File: src/rtl/viterbi_pkg.sv
// Shared constants, types and code-trellis helpers for the K=3, rate-1/2 Viterbi decoder.
package viterbi_pkg;

    localparam int K          = 3;
    localparam int NUM_STATES = 4;
    localparam int BM_W       = 2;

    localparam logic [K-1:0] G1 = 3'b111;
    localparam logic [K-1:0] G2 = 3'b101;

    // {s1,s2}: s1 is the most recent input bit
    typedef logic [1:0] state_t;

    typedef enum logic [1:0] {
        IDLE,
        RUN,
        DRAIN
    } dec_state_t;

    function automatic logic [1:0] expected_sym(input state_t state, input logic m);
        logic [K-1:0] taps;
        taps = {m, state};
        return {^(taps & G1), ^(taps & G2)};
    endfunction

    function automatic logic [BM_W-1:0] hamming2(input logic [1:0] a, input logic [1:0] b);
        logic [1:0] diff;
        diff = a ^ b;
        return {1'b0, diff[1]} + {1'b0, diff[0]};
    endfunction

endpackage

File: src/rtl/viterbi_acs.sv
// Add-compare-select for one trellis state: saturating adds, ties resolve to predecessor 0.
module viterbi_acs
    import viterbi_pkg::*;
#(
    parameter int PM_W = 6
) (
    input  logic [PM_W-1:0] pm0_i,
    input  logic [PM_W-1:0] pm1_i,
    input  logic [BM_W-1:0] bm0_i,
    input  logic [BM_W-1:0] bm1_i,
    output logic [PM_W-1:0] pm_o,
    output logic            dec_o
);

    localparam logic [PM_W-1:0] PM_MAX = '1;

    logic [PM_W:0]   sum0;
    logic [PM_W:0]   sum1;
    logic [PM_W-1:0] cand0;
    logic [PM_W-1:0] cand1;

    assign sum0  = {1'b0, pm0_i} + {{(PM_W + 1 - BM_W){1'b0}}, bm0_i};
    assign sum1  = {1'b0, pm1_i} + {{(PM_W + 1 - BM_W){1'b0}}, bm1_i};
    assign cand0 = sum0[PM_W] ? PM_MAX : sum0[PM_W-1:0];
    assign cand1 = sum1[PM_W] ? PM_MAX : sum1[PM_W-1:0];

    assign dec_o = (cand1 < cand0);
    assign pm_o  = dec_o ? cand1 : cand0;

endmodule

File: src/rtl/viterbi_decoder.sv
// Hard-decision register-exchange Viterbi decoder; outputs each bit TB_DEPTH-1 symbols late
// and drains the remaining buffered bits from state 0 after a terminate request.
module viterbi_decoder
    import viterbi_pkg::*;
#(
    parameter int TB_DEPTH = 15,
    parameter int PM_W     = 6
) (
    input  logic clk,
    input  logic n_reset,
    input  logic shift,
    input  logic n1,
    input  logic n2,
    input  logic terminate,
    output logic msg_out,
    output logic out_valid,
    output logic busy
);

    localparam int CNT_W = $clog2(TB_DEPTH + 1);
    localparam logic [CNT_W-1:0] CNT_FULL = CNT_W'(TB_DEPTH);
    localparam logic [CNT_W-1:0] CNT_OUT  = CNT_W'(TB_DEPTH - 1);
    localparam logic [CNT_W-1:0] CNT_ONE  = CNT_W'(1);
    localparam logic [PM_W-1:0]  PM_INIT  = PM_W'(1 << (PM_W - 2));

    dec_state_t          state_q, state_d;
    logic [PM_W-1:0]     pm_q   [NUM_STATES];
    logic [PM_W-1:0]     pm_d   [NUM_STATES];
    logic [TB_DEPTH-1:0] surv_q [NUM_STATES];
    logic [TB_DEPTH-1:0] surv_d [NUM_STATES];
    logic [CNT_W-1:0]    count_q, count_d;
    logic [CNT_W-1:0]    pending_q, pending_d;
    logic                msg_q, msg_d;
    logic                valid_q, valid_d;

    logic                accept;
    logic [1:0]          rx_sym;
    logic [PM_W-1:0]     pm_acs   [NUM_STATES];
    logic [PM_W-1:0]     pm_new   [NUM_STATES];
    logic                dec      [NUM_STATES];
    logic [TB_DEPTH-1:0] surv_new [NUM_STATES];
    logic                all_msb;
    state_t              best;
    logic [PM_W-1:0]     best_pm;
    logic                drain_bit;

    assign accept    = shift && (state_q != DRAIN);
    assign rx_sym    = {n1, n2};
    assign busy      = (state_q == DRAIN);
    assign msg_out   = msg_q;
    assign out_valid = valid_q;

    assign all_msb = pm_acs[0][PM_W-1] & pm_acs[1][PM_W-1] &
                     pm_acs[2][PM_W-1] & pm_acs[3][PM_W-1];

    // Next state {m,a} is reached from {a,0} or {a,1} with input bit m
    for (genvar gi = 0; gi < NUM_STATES; gi++) begin : g_acs
        localparam state_t NS = state_t'(gi);
        localparam state_t P0 = {NS[0], 1'b0};
        localparam state_t P1 = {NS[0], 1'b1};

        logic [BM_W-1:0] bm0;
        logic [BM_W-1:0] bm1;

        assign bm0 = hamming2(rx_sym, expected_sym(P0, NS[1]));
        assign bm1 = hamming2(rx_sym, expected_sym(P1, NS[1]));

        viterbi_acs #(
            .PM_W (PM_W)
        ) u_acs (
            .pm0_i (pm_q[P0]),
            .pm1_i (pm_q[P1]),
            .bm0_i (bm0),
            .bm1_i (bm1),
            .pm_o  (pm_acs[gi]),
            .dec_o (dec[gi])
        );

        assign surv_new[gi] = {dec[gi] ? surv_q[P1][TB_DEPTH-2:0] : surv_q[P0][TB_DEPTH-2:0], NS[1]};
        assign pm_new[gi]   = all_msb ? {1'b0, pm_acs[gi][PM_W-2:0]} : pm_acs[gi];
    end

    always_comb begin
        best    = state_t'(0);
        best_pm = pm_new[0];
        for (int i = 1; i < NUM_STATES; i++) begin
            if (pm_new[i] < best_pm) begin
                best    = state_t'(i);
                best_pm = pm_new[i];
            end
        end
    end

    // Zero-terminated stream: the surviving path into state 0 is the correct one
    always_comb begin
        drain_bit = 1'b0;
        for (int i = 0; i < TB_DEPTH; i++) begin
            if (pending_q == CNT_W'(i + 1)) begin
                drain_bit = surv_q[0][i];
            end
        end
    end

    always_comb begin
        state_d   = state_q;
        pm_d      = pm_q;
        surv_d    = surv_q;
        count_d   = count_q;
        pending_d = pending_q;
        msg_d     = msg_q;
        valid_d   = 1'b0;

        unique case (state_q)
            IDLE, RUN: begin
                if (accept) begin
                    pm_d    = pm_new;
                    surv_d  = surv_new;
                    count_d = (count_q == CNT_FULL) ? count_q : count_q + CNT_ONE;
                    if (count_q >= CNT_OUT) begin
                        msg_d   = surv_new[best][TB_DEPTH-1];
                        valid_d = 1'b1;
                    end
                    state_d = RUN;
                end
                if ((state_q == RUN) && terminate) begin
                    state_d   = DRAIN;
                    pending_d = (count_d > CNT_OUT) ? CNT_OUT : count_d;
                end
            end
            DRAIN: begin
                msg_d     = drain_bit;
                valid_d   = 1'b1;
                pending_d = pending_q - CNT_ONE;
                if (pending_q <= CNT_ONE) begin
                    state_d   = IDLE;
                    count_d   = '0;
                    pending_d = '0;
                    for (int i = 0; i < NUM_STATES; i++) begin
                        pm_d[i]   = (i == 0) ? '0 : PM_INIT;
                        surv_d[i] = '0;
                    end
                end
            end
            default: state_d = IDLE;
        endcase
    end

    always_ff @(posedge clk or negedge n_reset) begin
        if (!n_reset) begin
            state_q   <= IDLE;
            count_q   <= '0;
            pending_q <= '0;
            msg_q     <= 1'b0;
            valid_q   <= 1'b0;
            for (int i = 0; i < NUM_STATES; i++) begin
                pm_q[i]   <= (i == 0) ? '0 : PM_INIT;
                surv_q[i] <= '0;
            end
        end else begin
            state_q   <= state_d;
            pm_q      <= pm_d;
            surv_q    <= surv_d;
            count_q   <= count_d;
            pending_q <= pending_d;
            msg_q     <= msg_d;
            valid_q   <= valid_d;
        end
    end

endmodule

File: config.mk
export PLATFORM = sky130hd
export DESIGN_NAME = viterbi_decoder
export DESIGN_NICKNAME = d
export VERILOG_FILES = /design/src/rtl/viterbi_pkg.sv /design/src/rtl/viterbi_acs.sv /design/src/rtl/viterbi_decoder.sv
export SDC_FILE = /design/constraint.sdc
export NUM_CORES = 1
export LEC_CHECK = 0
export BUFFER_PORTS_ARGS = -buffer_cell sky130_fd_sc_hd__buf_4
export CAP_MARGIN = 15
export CORE_MARGIN = 1.5
export CORE_UTILIZATION = 53
export CTS_CLUSTER_SIZE = 28
export DETAILED_ROUTE_END_ITERATION = 8
export HOLD_SLACK_MARGIN = 0.02
export PLACE_DENSITY_LB_ADDON = 0.15
export SLEW_MARGIN = 25
export SYNTH_ARGS = -nofsm -noshare
export SYNTH_HDL_FRONTEND = slang
export SYNTH_SLANG_ARGS = --single-unit
File: constraint.sdc
create_clock -name clk -period 14.3 [get_ports clk]
set_clock_uncertainty 0.1 [all_clocks]
set_input_delay 0.715 -clock clk [delete_from_list [all_inputs] [get_ports clk]]
set_output_delay 0.715 -clock clk [all_outputs]
set_load 0.05 [all_outputs]
== After elaboration in Yosys (flattened, before gate mapping) ==
Index checks and enable logic that the tools add are counted.

* $add $sub $neg: 14
* $lt $le $gt $ge: 11
* Eq/ne operators: 24
* Multiplexer cells: 68
* Bitwise operators: 7
* Reductions and logical operators: 10

{| class="wikitable"
|+ Operators by type and width
! kind !! count
|-
| $mux W60 || 2
|-
| $pmux W60 S2 || 1
|-
| $mux W6 || 18
|-
| $add A6 B2 Y7 || 8
|-
| $mux W14 || 4
|-
| $mux W24 || 2
|-
| $pmux W24 S2 || 1
|-
| $lt A6 B6 Y1 || 7
|-
| $eq A4 B4 Y1 const B || 9
|-
| $bmux W15 S2 || 1
|-
| $mux W15 || 2
|-
| $mux W4 || 7
|-
| $mux W1 || 20
|-
| $eq A4 B3 Y1 const B || 4
|-
| $pmux W4 S2 || 2
|-
| $mux W2 || 5
|-
| $add A1 B1 Y2 || 4
|-
| $eq A4 B2 Y1 const B || 2
|-
| $ne A2 B2 Y1 const B || 4
|-
| $reduce_and A2 Y1 || 3
|-
| $reduce_and A3 Y1 || 2
|-
| $add A4 B1 Y4 const B || 1
|-
| $eq A4 B1 Y1 const B || 1
|-
| $ge A4 B4 Y1 const B || 1
|-
| 18 further kinds || 23
|}

* Bits in registers: 93
* Input bits: 6
* Output and inout bits: 3
* Logic and storage cells: 147

== Logic depth before layout (Yosys ltp) ==
* Depth in word-level cells: 23
* Gate-level depth with buffers: 45
* Mapped depth without buffers: 44

== By module ==
Synthesis repeated with hierarchy kept, for this count alone.

* Cells, all modules: 736
* Area, all modules: 6900.4 sq um

{| class="wikitable"
|+ By module, submodules not included
! module !! instances !! cells each !! area each (sq um) !! seq. area each (sq um)
|-
| viterbi_decoder || 1 || 456 || 4733.3 || 2205.9
|-
| viterbi_acs || 4 || 70 || 541.8 || 0.0
|}

== Worst setup path after synthesis ==
OpenSTA, ideal clock, no wires.

* Path kind: input to register
* Start: input n1
* End: register msg_q, in the netlist msg_out
* Library setup time: 0.118 ns
* Arrival time: 7.966 ns
* Required time: 14.082 ns
* Slack: 6.116 ns
* Stages: 39
* Buffers on the path: 0
* Cells stage by stage: inv_1 ha_1 inv_1 ha_1 nor2b_1 o21ai_2 nor2_1 mux2_1 ha_1 a211oi_1 nand2_1 a31oi_4 a21oi_1 a21oi_1 ha_1 a211o_1 a211oi_1 a311o_1 [... 3 more ...] and2_1 inv_1 ha_1 nand4_1 nor2_1 inv_1 a21oi_1 a41o_1 nor3_4 nand2_1 o21a_1 ha_1 a21o_1 a211o_1 a2111o_1 o31ai_2 mux2i_1 a21o_1

* Word-level cells in the longest chain between the ends: 23
* Elaborated cells on any way between the ends: 56
* Those cells by class: 12 x add/sub; 7 x order compare; 31 x mux; 6 x bitwise

{| class="wikitable"
|+ Ends and longest elaborated chain
! item !! line !! RTL
|-
| start, declared || viterbi_decoder.sv:12 || <nowiki>input logic n1,</nowiki>
|-
| $not A2 Y2 (no line) or $not A1 Y1 (tied branches) || -- ||
|-
| $add A1 B1 Y2 || viterbi_pkg.sv:29 || <nowiki>return {1'b0, diff[1]} + {1'b0, diff[0]};</nowiki>
|-
| $add A6 B2 Y7 (on tied branches) || viterbi_acs.sv:23, viterbi_acs.sv:22 ||
|-
| $mux W6 (on tied branches) || viterbi_acs.sv:25, viterbi_acs.sv:24 ||
|-
| $lt A6 B6 Y1 || viterbi_acs.sv:27 || <nowiki>assign dec_o = (cand1 < cand0);</nowiki>
|-
| $mux W6 || viterbi_acs.sv:28 || <nowiki>assign pm_o = dec_o ? cand1 : cand0;</nowiki>
|-
| $and A1 B1 Y1 (2 in a row) || viterbi_decoder.sv:53 || <nowiki>assign all_msb = pm_acs[0][PM_W-1] & pm_acs[1][PM_W-1] &</nowiki>
|-
| $and A1 B1 Y1 || viterbi_decoder.sv:54 || <nowiki>pm_acs[2][PM_W-1] & pm_acs[3][PM_W-1];</nowiki>
|-
| [... 5 more ...] || -- ||
|-
| $lt A6 B6 Y1 || viterbi_decoder.sv:87 || <nowiki>if (pm_new[i] < best_pm) begin</nowiki>
|-
| $mux W2 || viterbi_decoder.sv:87 ||
|-
| $not A2 Y3 (implied by the code) || viterbi_decoder.sv:120 || <nowiki>msg_d = surv_new[best][TB_DEPTH-1];</nowiki>
|-
| $bmux W15 S2 * || viterbi_decoder.sv:120 ||
|-
| $mux W15 (implied by the code) * (2 in a row) || viterbi_decoder.sv:120 ||
|-
| $mux W1 * || viterbi_decoder.sv:119 || <nowiki>if (count_q >= CNT_OUT) begin</nowiki>
|-
| $mux W1 * || viterbi_decoder.sv:115 || <nowiki>if (accept) begin</nowiki>
|-
| $pmux W1 S2 * || viterbi_decoder.sv:113 || <nowiki>unique case (state_q)</nowiki>
|-
| end signal, assigned || viterbi_decoder.sv:165 || <nowiki>msg_q <= msg_d;</nowiki>
|-
| end, declared || viterbi_decoder.sv:33 || <nowiki>logic msg_q, msg_d;</nowiki>
|}

Mark *: on every way between the ends. The rest lies on a longest branch, timed or not. The select of a mux whose other input is x is not followed.
A chain may end at the register's enable or synchronous reset.

== Worst setup path in the final report ==
Same ends and word-level chain as after synthesis.

==> results by group <==
Final layout
  • Synth-to-Final Area Change: 7.101%
  • Fin nets: 864
  • Layout cells sized above 1: 0.08178
  • Layout Cell Area excl Fill: 7492 µm²
  • Antenna Cells: 0

Synth
  • Mean cell area of the mapped netlist: 8.573 µm²
  • Synth Flop Type: dfrtp_1
  • Yosys reg bits: 87
  • Netlist Area Pre-Place: 6995 µm²
  • Unique cell type count in the Yosys netlist: 75
  • Sequential area share after synthesis: 0.3118
  • Syn Inst Count: 816
  • Post-synth ARST share: 1.000
  • Yosys warnings: 0
  • Post-synthesis net count: 878
  • Post-synth EDFFs: 0

Drt
  • Routed wire length: 17.07 mm
  • Met2 WL post-DR: 8.201 mm
  • WL met3: 567 µm
  • Pre-Repair DR Iteration Count: 5
  • M1 wire length: 7.854 mm
  • Post-route ant nets: 0
  • Starting DRT DRC Count: 443
  • DRC: 0
  • Wire per inst: 17.43 µm
  • Highest routing layer actually used: met4
  • DR vias: 5901
  • Routed vias/inst: 6.028

Setup path
  • CP arrival: 9.34 ns
  • Max FO, Critical Path: 21
  • Worst setup SP type: input pin
  • Critical Path RT: 14.51 ns
  • Most used cell, CP: ha_1
  • CP Capture Type: flip-flop
  • Delay-heaviest family, CP: compound AO/OA/AOI/OAI gates
  • Crit Path Class: in2reg
  • CP max-delay cell: a21o_1
  • Delay of the slowest critical-path stage: 0.76 ns
  • Buf/Inv on CP: 5

Clock network
  • Clk slew on worst S/H paths: 0.07 ns
  • Max Root-Sink Buffers: 2
  • H-Tree Depth: 3
  • Setup Fix Bufs, Post-CTS: 0
  • Hold buffer count at cts: 0
  • Root buf cell: clkbuf_16
  • Clk_lat worst skew: 0.36 ns
  • CTS tree: done
  • Num CTS Buffers: 9
  • Clock sink count: 87
  • Post-CTS resize count: 0

Floorplanning
  • Placeable core area: 12770 µm²
  • Num rows: 41
  • Initial core utilization: 0.5477
  • Ports: 9
  • Horiz. Die Dim: 117.9 µm
  • DIE HEIGHT: 117.9 µm
  • Die ar.: 13900 µm²

Job
  • Max Cap Viol: 0

GRT
  • Vias in the first global route: 5725
  • Initial antenna violation count: 0
  • Largest net degree at the start of global routing: 88
  • Global-route wire length before repair: 28.85 mm
  • Total global-route track usage: 0.2572
  • Remaining Overflow, GRT: 0

STA
  • Fin crit share: 0.6384
  • Worst Tran Pin Value: 0.9629 ns
  • F_max: 109.5 MHz
  • Relative slew slack: 0.3580
  • # setup viols final: 0
  • RSZ-0062 raised after global routing: false
  • Final Max Tran Viols: 0
  • Final Hold Viols: 0
  • Period minus WS final: 9.129 ns
  • Setup TNS: 0 ns

Placed design
  • Placed cell areas: 7173 µm²
  • GP Congestion: 0.9210
  • IO buf count: 8
  • HPWL after DPL: 12.37 mm

Outcome
  • Status: finished clean

Min path
  • Hold Path Class: in2async
metal layers:
layer | up-vias | GRT usage
met1 | 2868 | 0.3482
met2 | 105 | 0.4232
met4 | 0 | 0.09756
met5 | - | 0
met3 | 23 | 0.03004
li1 | 2905 | -
sequential cells by signal, indices dropped and copies added (netlist names):
name	flops
count_q	4
msg_out	1
out_valid	1
pending_q	4
pm_q	24
state_q	2
surv_q	51
logic make-up (layout without fill, tap and decap cells):
kind of cell               count (synthesis)  in the layout  synth area share
AOI/OAI and AO/OA                        250            250            0.2384
xor gates and xnor gates                  21             21           0.03005
adders and majority gates                 56             56            0.1002
buffers and inverters                     72             63           0.04150
DFF                                       87             87            0.3118
muxes                                     76             76            0.1120
and+or+nand+nor                          254            254            0.1662
cell type report:
type                            count  area [µm²]
Clock inverter                      6       75.07
Multi-Input combinational cell    657        4549
Fill cell                        1139        5281
Timing Repair Buffer               14       108.9
Clock buffer                       10       239.0
Sequential cell                    87        2181
Tap cell                          172       215.2
Inverter                           33       123.9
final timing paths:
| kind | from | end | slack [ns] | cells after the start |
|---|---|---|---|---|
| setup / recovery | n1 | msg_out | 5.17 | 42 |
| hold reg to reg | surv_q[0] | surv_q[1] | 0.40 | 1 |
| min in group clk | surv_q[0] | surv_q[1] | 0.40 | 1 |
| setup reg to reg | pm_q[12] | msg_out | 5.69 | 39 |
| max in group asynchronous | n_reset | pm_q[19] | 13.23 | 1 |
| hold / removal | n_reset | surv_q[6] | 0.30 | 1 |
cell usage in the layout (no fill, tap or decap), types with 9 or more instances in the layout:
cell type / n
nand2_1: 115
o21ai_0: 94
dfrtp_1: 84
mux2i_1: 67
ha_1: 56
nor2_1: 52
a21oi_1: 39
inv_1: 33
nand3_1: 19
xnor2_1: 14
a22o_1: 14
nor2b_1: 13
a21o_1: 13
buf_4: 13
nand2b_1: 12
o21a_1: 10
clkbuf_16: 9
cell usage after synthesis, drive strengths merged, types with 4 or more instances:
cell type  number  area [µm²]
a211oi          7       62.56
a21boi          6       56.31
a21o           14       112.6
a21oi          41       209.0
a22o           14       122.6
a31oi           5       46.29
and2            8       50.05
and3            8       50.05
buf            14       72.57
clkbuf         25       93.84
dfrtp          84        2102
ha             56       700.7
inv            33       123.9
mux2            8       90.08
mux2i          67       670.6
nand2         115       431.7
nand2b         12       75.07
nand3          19       95.09
nor2           54       202.7
nor2b          14       90.09
nor3            8       51.30
o211ai          4       43.79
o21a           10       75.07
o21ai         101       509.2
o221ai          4       35.03
o22a            4       35.03
o22ai           7       43.79
or2             5       31.28
xnor2          16       166.4
xor2            5       43.79
through the flow:
| stage | std cells | utilization | setup slack, ns | hold slack (ns) |
|---|---|---|---|---|
| final | 979 | 0.5865 | 5.171 | 0.3012 |
| after global routing | 979 | 0.5865 | 4.390 | 0.3932 |
| after CTS | 979 | 0.5861 | 5.201 | 0.3637 |
| after detailed placement | 963 | 0.5616 | 4.842 | 0.3800 |
| after global placement | 963 | 0.5613 | 5.168 | 0.3689 |
| after floorplan | 816 | - | 6.116 | 0.3194 |
Power is left out: the tool's default activity adds up to more than one toggle a clock period on the data nets, which glitch-free logic cannot reach.
